$ cat src/rtl/if_fetch.sv
// ----------------------------------------------------------------------------
// if_fetch
//
// Instruction fetch stage. Issues one registered request per instruction word
// on a simple req/ack bus and hands the word to the IF/ID register. Supports
// back-pressure from the pipeline (stall[1]), delayed branch redirection from
// ID (one delay slot), and exception flushes.
//
// State table:
//   state | meaning
//   IDLE  | pc holds the next address; request goes out on the next edge
//   BUSY  | request outstanding at mem_addr; waiting for mem_ack
//   HOLD  | word captured in inst_buf; waiting for IF/ID to accept it
//
// Ports:
//   clk            in   clock, rising edge
//   rst            in   synchronous reset, active high
//   stall[5:0]     in   pipeline stall vector; bit 1 = IF/ID hold, bit 2 = ID hold
//   flush          in   exception flush, fetch restarts at new_pc
//   new_pc[31:0]   in   flush target
//   branch_flag    in   taken branch/jump resolved in ID
//   branch_target  in   branch/jump target
//   mem_req        out  instruction bus request (registered)
//   mem_addr       out  instruction bus address (registered)
//   mem_ack        in   bus read complete; mem_rdata valid in the same cycle
//   mem_rdata      in   instruction word
//   if_pc          out  address of the instruction presented on if_inst
//   if_inst        out  instruction to IF/ID, zero means bubble
//   stallreq       out  combinational stall request to the pipeline control
// ----------------------------------------------------------------------------
module if_fetch #(
    parameter logic [31:0] RESET_PC = 32'h0000_0000
) (
    input  logic        clk,
    input  logic        rst,
    input  logic [5:0]  stall,
    input  logic        flush,
    input  logic [31:0] new_pc,
    input  logic        branch_flag,
    input  logic [31:0] branch_target,
    output logic        mem_req,
    output logic [31:0] mem_addr,
    input  logic        mem_ack,
    input  logic [31:0] mem_rdata,
    output logic [31:0] if_pc,
    output logic [31:0] if_inst,
    output logic        stallreq
);

    typedef enum logic [1:0] {
        IDLE = 2'd0,
        BUSY = 2'd1,
        HOLD = 2'd2
    } state_t;

    state_t      state, state_nxt;
    logic [31:0] pc, pc_nxt;
    logic [31:0] inst_buf, inst_buf_nxt;
    logic        redir_valid, redir_valid_nxt;
    logic [31:0] redir_pc, redir_pc_nxt;
    logic        mem_req_nxt;
    logic [31:0] mem_addr_nxt;

    logic        advance;
    logic        branch_acc;
    logic [31:0] seq_pc;
    logic [31:0] adv_pc;

    // Only the IF/ID and ID hold bits matter to this stage.
    logic unused_stall;
    assign unused_stall = ^{stall[5:3], stall[0]};

    always_ff @(posedge clk) begin
        state       <= state_nxt;
        pc          <= pc_nxt;
        inst_buf    <= inst_buf_nxt;
        redir_valid <= redir_valid_nxt;
        redir_pc    <= redir_pc_nxt;
        mem_req     <= mem_req_nxt;
        mem_addr    <= mem_addr_nxt;
    end

    always_comb begin
        branch_acc = branch_flag && !stall[2];
        seq_pc     = pc + 32'd4;
        // A branch accepted in the same cycle the current word retires goes
        // straight into pc; otherwise a parked redirect wins over pc+4.
        adv_pc     = branch_acc  ? branch_target :
                     redir_valid ? redir_pc      : seq_pc;

        state_nxt       = state;
        pc_nxt          = pc;
        inst_buf_nxt    = inst_buf;
        redir_valid_nxt = redir_valid;
        redir_pc_nxt    = redir_pc;
        mem_req_nxt     = mem_req;
        mem_addr_nxt    = mem_addr;
        advance         = 1'b0;

        stallreq = 1'b0;
        if_inst  = 32'h0;
        if_pc    = pc;

        if (rst) begin
            state_nxt       = IDLE;
            pc_nxt          = RESET_PC;
            inst_buf_nxt    = 32'h0;
            redir_valid_nxt = 1'b0;
            redir_pc_nxt    = 32'h0;
            mem_req_nxt     = 1'b0;
            mem_addr_nxt    = 32'h0;
        end else if (flush) begin
            // Aborts any outstanding bus cycle; a late ack lands in IDLE and
            // is ignored there.
            state_nxt       = IDLE;
            pc_nxt          = new_pc;
            redir_valid_nxt = 1'b0;
            mem_req_nxt     = 1'b0;
        end else begin
            case (state)
                IDLE: begin
                    stallreq     = 1'b1;
                    mem_req_nxt  = 1'b1;
                    mem_addr_nxt = pc;
                    state_nxt    = BUSY;
                end
                BUSY: begin
                    if (mem_ack) begin
                        // Bypass the returning word so a non-stalled pipe
                        // loses no cycle.
                        if_inst     = mem_rdata;
                        mem_req_nxt = 1'b0;
                        if (stall[1]) begin
                            inst_buf_nxt = mem_rdata;
                            state_nxt    = HOLD;
                        end else begin
                            advance   = 1'b1;
                            state_nxt = IDLE;
                        end
                    end else begin
                        stallreq = 1'b1;
                    end
                end
                HOLD: begin
                    if_inst = inst_buf;
                    if (!stall[1]) begin
                        advance   = 1'b1;
                        state_nxt = IDLE;
                    end
                end
                default: begin
                    state_nxt = IDLE;
                end
            endcase

            if (advance) begin
                pc_nxt          = adv_pc;
                redir_valid_nxt = 1'b0;
            end else if (branch_acc) begin
                // The word currently in fetch is the delay slot; park the
                // target until it retires.
                redir_valid_nxt = 1'b1;
                redir_pc_nxt    = branch_target;
            end
        end
    end

endmodule

$ cat config.mk
export PLATFORM = sky130hd
export DESIGN_NAME = if_fetch
export DESIGN_NICKNAME = d
export VERILOG_FILES = /design/src/rtl/if_fetch.sv
export SDC_FILE = /design/constraint.sdc
export NUM_CORES = 1
export LEC_CHECK = 0
export ABC_AREA = 1
export BUFFER_PORTS_ARGS = -buffer_cell sky130_fd_sc_hd__buf_2
export CAP_MARGIN = 20
export CORE_ASPECT_RATIO = 1.1
export CORE_MARGIN = 2
export CORE_UTILIZATION = 47
export CTS_BUF_LIST = sky130_fd_sc_hd__clkbuf_16
export DETAILED_ROUTE_END_ITERATION = 10
export PLACE_DENSITY = 0.86
export SLEW_MARGIN = 20
export SYNTH_ARGS = -nofsm -noshare
export SYNTH_HDL_FRONTEND = slang
export SYNTH_SLANG_ARGS = --single-unit
$ cat constraint.sdc
create_clock -name clk -period 1.7 [get_ports clk]
set_input_delay 0.17 -clock clk [delete_from_list [all_inputs] [get_ports clk]]
set_output_delay 0.17 -clock clk [all_outputs]
set_load 0.01 [all_outputs]
# Word-level counts from Yosys, hierarchy flattened
# Index checks and enable logic that the tools add are counted.
[totals] ff_bits=132 inputBits=107 elab_cells=49 output_inout_bits=98
[op_classes] reduce_logical=12 bitwise=2 n_eq_ne=4 n_addsub=1 n_mux=23
[ops] op="two-way mux 32 bit" count=7
[ops] op="one-hot mux 32 bit (2 select lines)" count=1
[ops] op="adder 32 x 3 -> 32 bit, second input constant" count=1
[ops] op="two-way mux 1 bit" count=8
[ops] op="two-way mux 2 bit" count=3
[ops] op="one-hot mux 1 bit (2 select lines)" count=3
[ops] op="one-hot mux 2 bit (3 select lines)" count=1
[ops] op="AND reduction 2 bit" count=3
[ops] op="!= test 2 bit, second input constant" count=2
[ops] op="AND reduction 4 bit" count=1
[ops] op="nonzero test 2 bit" count=2
[ops] op="AND reduction 3 bit" count=1
[ops] op="OR reduction 3 bit" count=1
[ops] op="== test 2 x 1 -> 1 bit, second input constant" count=1
[ops] op="== test 2 bit, second input constant" count=1
[ops] op="zero test 2 bit" count=1
[ops] op="inverter 1 bit" count=2
[ops] op="OR reduction 2 bit" count=1
[ops] op="logical AND 1 bit" count=1
[ops] op="zero test 1 bit" count=1

# Longest topological paths before layout
# Gate-level depths: netlist of the first run.
[logic_depth] ltp_word=7 mapped_depth=12 depth_no_buf=11

# Worst setup path after synthesis of the first run
# No wires, ideal clock.
[synth_path] path_kind="register to register" startpoint="register state[0]" endpoint="register pc[0] (netlist: if_pc[0])" path_buffers=1 period_less_slack_ns=1.792 path_slack_ns=-0.092 arrival_ns=1.658 setup_ns=0.134 stages_incl_launch_ff=12 t_required_ns=1.566 cell_sequence="dfxtp_1 inv_1 ha_1 inv_1 or2_4 o21ai_4 inv_2 buf_6 a31oi_4 nand2_1 o21ai_1 nor2_1"
[synth_via] elab_chain_cells=5 word_cells_on_any_way=6 cone_classes="2 x eq/ne; 3 x mux; 1 x reduce/logical"
[synth_lines] element="start, declared" line="56" source="state_t state, state_nxt;"
[synth_lines] element="start signal, assigned" line="74" source="state <= state_nxt;"
[synth_lines] element="== test 2 bit / == test 2 x 1 -> 1 bit (equally long branches)" line="120" source="case (state)"
[synth_lines] element="one-hot mux 1 bit (2 select lines) (*)" line="120"
[synth_lines] element="two-way mux 1 bit (*)" line="112" source="end else if (flush) begin"
[synth_lines] element="two-way mux 1 bit (*)" line="104" source="if (rst) begin"
[synth_lines] element="nonzero test 2 bit (no line) (*)"
[synth_lines] element="end signal, assigned" line="75" source="pc <= pc_nxt;"
[synth_lines] element="end, declared" line="57" source="logic [31:0] pc, pc_nxt;"
# Every way passes the cells marked *; elsewhere a longest branch is shown, timed or not. The select of a mux whose other input is x is not followed.
# A chain may end at the register's enable or synchronous reset.

# Final worst setup path of the first run
[layout_path] startpoint="register state[0]" endpoint="output port if_inst[17]"
[layout_via] elab_chain_cells=4 word_cells_on_any_way=5 cone_classes="2 x eq/ne; 3 x mux"
[layout_lines] element="== test 2 bit / == test 2 x 1 -> 1 bit (equally long branches)" line="120"
[layout_lines] element="one-hot mux 32 bit (2 select lines) (*)" line="120"
[layout_lines] element="two-way mux 32 bit (*)" line="112"
[layout_lines] element="two-way mux 32 bit (*)" line="104"
[layout_lines] element="end, declared" line="46" source="output logic [31:0] if_inst,"
# Every way passes the cells marked *; elsewhere a longest branch is shown, timed or not.

==> metrics.md, run 1 <==
| Metric | Value |
|---|---|
| Outcome | `finished, violations left` |
| Violations in the final reports | `negative setup slack` |
| # DRC | `0` |
| Slack of the worst reg-to-reg path | `-0.35 ns` |
| Sort of element at the start of the critical path | `flop` |
| Commonest non-fill, non-tap cells in the layout | `nand2_1, buf_2, dfxtp_1, nor2_1, a21oi_1` |
| Origin of the worst min-delay path | `branch_target[7]` |
| Nets@finish | `1,428` |
| Max-capacitance violation count | `0` |
| Wire length of the first global-routing pass | `39.4 mm` |
| Maximum clock frequency | `476 MHz` |
| Number of clock buffers inserted by TritonCTS | `17` |
| Input/output buffers | `200` |
| Seq cells post-synth | `132` |
| Width of the die | `120 um` |
| Maximum number of pins on one net before global-route repair | `54` |
| Final std cells w/o fill | `1,523` |
| Std cell rows | `46` |
| HPWL after detailed placement | `15.7 mm` |
| Power Dens Cells | `844 nW/um^2` |
| Measured slew at the worst slew-check pin | `0.746 ns` |
| Share of power burned in registers | `39.3%` |
| Pins Over Slew Limit | `0` |
| Mapped Nets | `1,186` |
| Number of top-level pins | `205` |
| Placed instance count | `1,461` |
| Largest area contributor in the netlist | `dfxtp_1` |
| Kind of capture point of the worst setup path | `output pin` |
| Antenna-violating nets left | `0` |
| Number of antenna violations at the first check in global routing | `1` |
| Post-route fraction of the period consumed by the critical path | `123%` |
| Sequential-to-total area share from yosys stat | `38.2%` |
| Fraction of final layout cells sized beyond drive strength 1 | `35.3%` |
| Area after detailed placement | `8440 um^2` |
| Setup Viol. Count Final | `128` |
| Syn Area/Cell | `6.44 um^2` |
| Worst slack at placement | `-0.166 ns` |
| Reg-to-reg critical path endpoint | `inst_buf[27]` |
| Pre-Repair DR Iteration Count | `6` |
| Worst reg2reg startpoint | `state[1]` |
| Residual overflow from global routing | `0` |
| Ys Warns | `0` |
| Worst voltage drop across the vdd grid | `0.642 mV` |
| Clock-pin slew of the registers on the worst-case setup and hold paths | `0.06 ns` |
| Highest fanout seen on the critical path | `32` |
| Unrepaired setup endpoints after global routing | `yes` |
| Type of the worst setup path | `flop to output pin` |
| Period minus WS final | `2.10 ns` |
| Skew-Pair Late Insertion Delay | `0.42 ns` |
| DIE HEIGHT | `131 um` |
| Netlist cell types | `33` |
| Average wire per cell in the routed design | `18.6 um` |
| Worst clock skew | `0.00974 ns` |
| Clock tree root buffer cell | `clkbuf_16` |
| Vias in the first global route | `7,841` |
| Core region area | `14,400 um^2` |
| Endpoint required time on the critical path | `1.53 ns` |
| Cell area after layout | `10,200 um^2` |
| Area growth syn-to-layout | `48.0%` |
| 1st-iter DRT viols | `941` |
| Hold-critical path endpoint | `redir_pc[7]` |
| Total number of vias | `8,716` |
| Post-route worst setup slack | `-0.399 ns` |
| CTS tree | `done` |
| Synthesized instance count | `1,075` |
| Overall track demand over capacity in global routing | `31.0%` |
| Full die area | `15,700 um^2` |
| Internal | `6.16 mW` |
| Worst Hold Path Cells | `3` |
| Placer's final routability congestion estimate | `0.968` |
| Mapped Area | `6920 um^2` |
| Num Clock Sinks | `132` |
| Length in cells of the worst reg-to-reg path | `12` |
| Net switching share of the total power | `28.8%` |
| Tightest Hold Check Type | `input pin to flop` |
| Final hold viol count | `0` |
| Final Util | `71.2%` |
| Pleak | `4.37 nW` |
| Clock power share | `43.2%` |
| Combinational Power Share | `17.5%` |
| Vias per cell | `5.72` |
| Max Root-Sink Buffers | `2` |
| Count of H-tree levels built during CTS | `4` |
| Initial standard-cell utilization of the core | `48.1%` |
| Ranking of synthesized cells by area | `dfxtp_1, nand2_1, a21oi_1, nor2_1, o21ai_0` |
| Relative slew slack | `50.3%` |
| Power spent charging and discharging nets | `2.49 mW` |
| Data arrival, critical path | `1.93 ns` |
| Total wire length | `28.3 mm` |
| Commonest non-fill, non-tap cell in the layout | `nand2_1` |
| Share of Yosys cell area claimed by the top area cell type | `38.2%` |
## power groups by stage
| stage | combinational [mW] | sequential (mW) | clock (mW) |
|---|---|---|---|
| after floorplan | 0.606 | 3.50 | 0 |
| after global placement | 1.20 | 3.45 | 0 |
| after detailed placement | 1.22 | 3.45 | 0 |
| after CTS | 1.34 | 3.39 | 3.72 |
| after global routing | 1.63 | 3.42 | 3.88 |
| final | 1.51 | 3.40 | 3.73 |
## cells in the mapped netlist
cell and number:
buf_2 18, o21ai_1 4, o211ai_1 4, inv_1 83
inv_2 4, clkbuf_1 35, nor3_1 8, buf_6 2
or2_4 1, nand3_2 1, xor2_1 5, nand2_1 304
a31oi_1 3, nand2_2 12, a21oi_1 159, nand4_1 3
or2_2 1, o21ai_0 91, nand3_1 34, and3_1 1
dfxtp_1 132, ha_1 4, buf_1 7, nor2_1 125
o21ai_4 1, nor2_4 7, buf_8 1, o221ai_1 1
a31oi_4 1, a21oi_2 10, a211oi_1 10, nor2_2 2
o21bai_1 1
## layout make-up
class                      count  area (um^2)
antenna                        1         2.50
clock buffer                  17          425
clock inverter                15          165
fill                        1094         4150
inverter                      87          352
multi-input combinational    793         4300
sequential                   132         2650
tap                          192          240
timing repair buffer         286         2110
## registers in the layout, summed over array words and instances (netlist names)
| name | cells |
|---|---|
| mem_req | 1 |
| redir_valid | 1 |
| redir_pc | 32 |
| mem_addr | 32 |
| inst_buf | 32 |
| if_pc | 32 |
| state | 2 |
## worst max-delay path, cell delays in order, from the launching register on
cell,delay (ns)
dfxtp_4,0.38
inv_4,0.05
ha_4,0.27
nand2_1,0.09
buf_12,0.21
a21oi_2,0.30
buf_2,0.20
## timing repair
action / 4_1_cts / 5_1_grt
hold buffers: 1 / 0
setup buffers: 10 / 9
gates cloned: 10 / 5
setup endpoints to repair: 123 / 128
gates resized for setup: 67 / 158
pin swaps: 1 / 28
hold endpoints to repair: 1 / 0
## layer usage
| layer | global-route usage, % | wire length (um) |
|---|---|---|
| met2 | 50.1 | 12800 |
| met4 | 15.1 | 1930 |
| met3 | 8.85 | 3040 |
| met5 | 0 | 0 |
| met1 | 37.6 | 10500 |
## worst max path at each step
stage	from	end	slack [ns]	cells past startpoint
floorplan	state[0]	if_pc[0]	-0.02	11
global placement	state[1]	redir_pc[1]	-0.11	12
detailed placement	state[1]	inst_buf[6]	-0.17	9
CTS	state[0]	if_inst[13]	-0.19	6
global route	state[0]	if_inst[17]	-0.48	6
finish	state[0]	if_inst[17]	-0.40	6
## metrics by stage
step	TNS, ns	power, mW	hold slack [ns]
6_report	-23.91	8.65	0.0112
5_1_grt	-31.19	8.93	0.00582
4_1_cts	-14.09	8.45	0.00216
3_5_place_dp	-8.37	4.67	0.437
3_3_place_gp	-4.83	4.65	0.432
2_1_floorplan	-0.0428	4.10	0.305
## logic make-up (layout without fill, tap and decap cells)
logic type                 after synthesis  count (layout)  synth area share, %
DFF                                    132             132                 38.2
xor gates and xnor gates                 5               5                0.633
adders and majority gates                4               4                0.723
other                                    0               1                    0
buffers and inverters                  150             405                 8.84
and+or+nand+nor                        499             499                 29.4
AOI/OAI and AO/OA                      285             285                 22.2
No activity file was read; power rests on OpenSTA's default activity.
==> inputs of run 2 (changes only) <==
- CORE_ASPECT_RATIO: 1.1 -> 1.75
- REMOVE_ABC_BUFFERS: unset -> 1
==> metrics.md, run 2 (synthesis results as in run 1) <==
| Metric | Value |
|---|---|
| Setup Viol. Count Final | `129 (was 128)` |
| Width of the die | `95.7 um (was 120 um)` |
| Relative slew slack | `58.4% (was 50.3%)` |
| Origin of the worst min-delay path | `branch_target[12] (was branch_target[7])` |
| Worst reg2reg startpoint | `state[1] (unchanged)` |
| Pleak | `4.26 nW (was 4.37 nW)` |
| Count of H-tree levels built during CTS | `4 (unchanged)` |
| Power Total | `8.59 mW (was 8.65 mW)` |
| Tightest Hold Check Type | `input pin to flop (unchanged)` |
| Overall track demand over capacity in global routing | `32.1% (was 31.0%)` |
| Final hold viol count | `0 (unchanged)` |
| Wire length of the first global-routing pass | `39.1 mm (was 39.4 mm)` |
| Total inserted antenna cells | `0 (was 1)` |
| Commonest non-fill, non-tap cell in the layout | `nand2_1 (unchanged)` |
| Total number of vias | `8,359 (was 8,716)` |
| Residual overflow from global routing | `0 (unchanged)` |
| Area of all sequential standard cells | `2650 um^2 (about the same)` |
| Post-route worst setup slack | `-0.268 ns (was -0.399 ns)` |
| Reg-to-reg critical path endpoint | `if_pc[0] (was inst_buf[27])` |
| Cells along the critical path | `inv_2 -> buf_6 -> ha_4 -> nand2_4 -> inv_8 -> buf_16 -> nand2_1 -> a21oi_2 -> buf_2 (was inv_4 -> ha_4 -> nand2_1 -> buf_12 -> a21oi_2 -> buf_2)` |
| Pre-Repair DR Iteration Count | `5 (was 6)` |
| Core region area | `14,400 um^2 (about the same)` |
| Kind of capture point of the worst setup path | `output pin (unchanged)` |
| Full die area | `15,800 um^2 (was 15,700 um^2)` |
| Max incr delay on CP | `0.33 ns (was 0.38 ns)` |
| Data arrival, critical path | `1.80 ns (was 1.93 ns)` |
| Average wire per cell in the routed design | `17.5 um (was 18.6 um)` |
| Initial standard-cell utilization of the core | `48.2% (was 48.1%)` |
| Total wire length | `26.2 mm (was 28.3 mm)` |
| Length in cells of the worst reg-to-reg path | `13 (was 12)` |
| Vias in the first global route | `8,060 (was 7,841)` |
| Maximum clock frequency | `508 MHz (was 476 MHz)` |
| Crit path from | `state[1] (was state[0])` |
| Skew-Pair Late Insertion Delay | `0.42 ns (about the same)` |
| Slack of the worst reg-to-reg path | `-0.25 ns (was -0.35 ns)` |
| Vias per cell | `5.57 (was 5.72)` |
| # DRC | `0 (unchanged)` |
| Number of clock buffers inserted by TritonCTS | `17 (unchanged)` |
| Pins Over Slew Limit | `0 (unchanged)` |
| Input/output buffers | `200 (unchanged)` |
| Internal | `6.17 mW (was 6.16 mW)` |
| Number of antenna violations at the first check in global routing | `0 (was 1)` |
| Share of power burned in registers | `39.4% (was 39.3%)` |
| Clock power share | `43.2% (about the same)` |
| Post-route fraction of the period consumed by the critical path | `116% (was 123%)` |
| Commonest non-fill, non-tap cells in the layout | `nand2_1, buf_2, dfxtp_1, a21oi_1, nor2_1 (was nand2_1, buf_2, dfxtp_1, nor2_1, a21oi_1)` |
| Measured slew at the worst slew-check pin | `0.623 ns (was 0.746 ns)` |
| Type of the worst setup path | `flop to output pin (unchanged)` |
| Nets@finish | `1,420 (was 1,428)` |
| Net switching share of the total power | `28.2% (was 28.8%)` |
| Period minus WS final | `1.97 ns (was 2.10 ns)` |
| CTS tree | `done (unchanged)` |
| Clock tree root buffer cell | `clkbuf_16 (unchanged)` |
| Endpoint required time on the critical path | `1.53 ns (about the same)` |
| Combinational Power Share | `17.4% (was 17.5%)` |
| Total area of multi-input combinational cells | `4180 um^2 (was 4300 um^2)` |
| Highest fanout seen on the critical path | `16 (was 32)` |
| Unrepaired setup endpoints after global routing | `yes (unchanged)` |
| Worst voltage drop across the vdd grid | `0.725 mV (was 0.642 mV)` |
| Antenna-violating nets left | `0 (unchanged)` |
| Power Dens Cells | `855 nW/um^2 (was 844 nW/um^2)` |
| Worst clock skew | `0.0103 ns (was 0.00974 ns)` |
| Fraction of final layout cells sized beyond drive strength 1 | `35.9% (was 35.3%)` |
| Placer's final routability congestion estimate | `0.945 (was 0.968)` |
| HPWL after detailed placement | `15.9 mm (was 15.7 mm)` |
| Worst slack at placement | `-0.189 ns (was -0.166 ns)` |
| DIE HEIGHT | `165 um (was 131 um)` |
| Sort of element at the start of the critical path | `flop (unchanged)` |
| Clock-pin slew of the registers on the worst-case setup and hold paths | `0.06 ns (about the same)` |
| Max-capacitance violation count | `0 (unchanged)` |
| Number of top-level pins | `205 (unchanged)` |
| Std cell rows | `58 (was 46)` |
| 1st-iter DRT viols | `686 (was 941)` |
| Violations in the final reports | `negative setup slack (unchanged)` |
| Num Clock Sinks | `132 (unchanged)` |
| Max Root-Sink Buffers | `2 (unchanged)` |
| Filler cell count in the final layout | `1,090 (was 1,094)` |
| Area growth syn-to-layout | `45.2% (was 48.0%)` |
| Maximum number of pins on one net before global-route repair | `50 (was 54)` |
| Library cell contributing the largest single delay on the critical path | `dfxtp_2 (was dfxtp_4)` |
| Power spent charging and discharging nets | `2.42 mW (was 2.49 mW)` |
| Outcome | `finished, violations left (unchanged)` |
| End of the critical path | `if_inst[1] (was if_inst[17])` |
run 2: cell types whose count changed in the layout (fill, tap and decap cells not counted), moves of 4 or more:
cell	previous run	this run
o21ai_4	8	2
buf_16	5	11
nor2_2	3	23
nand2_2	11	27
nor2_1	122	103
a211oi_2	2	8
clkbuf_16	22	17
buf_12	19	15
a211oi_1	8	2
o21ai_0	56	64
buf_4	50	41
nand2_4	20	3
buf_6	6	15
a21oi_1	100	106
run 2: stage by stage:
step	util, %	TNS (ns)	hold slack (ns)	area [um^2]	std cells
after floorplan	-	-87.08	0.232	6640	1012
after global placement	58.5	-6.18	0.430	8410	1444
after detailed placement	58.5	-11.16	0.434	8410	1444
after CTS	68.4	-15.04	0.00525	9830	1500
after global routing	69.9	-31.72	0.0173	10000	1502
final	69.9	-20.51	0.0144	10000	1502
run 2: layout make-up:
cell class	count	share of cell area (%)
multi-input combinational	793	41.6
inverter	87	3.40
clock inverter	15	1.63
clock buffer	17	4.23
timing repair buffer	278	20.5
sequential	132	26.3
tap	180	2.24
run 2: power by group through the flow:
stage	clock, mW	sequential [mW]	combinational [mW]
3_5_place_dp	0	3.44	1.22
4_1_cts	3.74	3.38	1.42
3_3_place_gp	0	3.44	1.20
5_1_grt	3.87	3.41	1.62
6_report	3.71	3.39	1.49
2_1_floorplan	0	3.50	0.538
run 2: worst max-delay path: cells and delay by family, from the launching register on:
kind | cells | cell delay [ns]
compound gates | 1 | 0.16
fa+ha+maj | 1 | 0.14
buf+inv | 5 | 0.59
flops | 1 | 0.33
simple gates | 2 | 0.15
run 2: worst min path at each step:
stage / slack, ns / cells past startpoint / endpoint
2_1_floorplan: 0.23 / 1 / redir_pc[15]
3_3_place_gp: 0.43 / 2 / inst_buf[0]
3_5_place_dp: 0.43 / 2 / inst_buf[18]
4_1_cts: 0.005 / 3 / redir_pc[10]
5_1_grt: 0.02 / 3 / redir_pc[12]
6_report: 0.01 / 3 / redir_pc[12]
run 2: metal layers:
layer	global-route usage [%]	vias to the layer above	wire, um
met4	22.3	0	1860
met2	58.2	449	13600
li1	-	3952	-
met5	0	-	0
met1	31.5	3806	8780
met3	6.75	152	1950
run 2: repair_timing:
action                     in CTS  in global routing
hold endpoints to repair        0                  0
gates resized for setup       145                 60
setup endpoints to repair     129                129
pin swaps                       5                  7
hold buffers                    0                  0
setup buffers                  13                  2
cloned                         11                  0
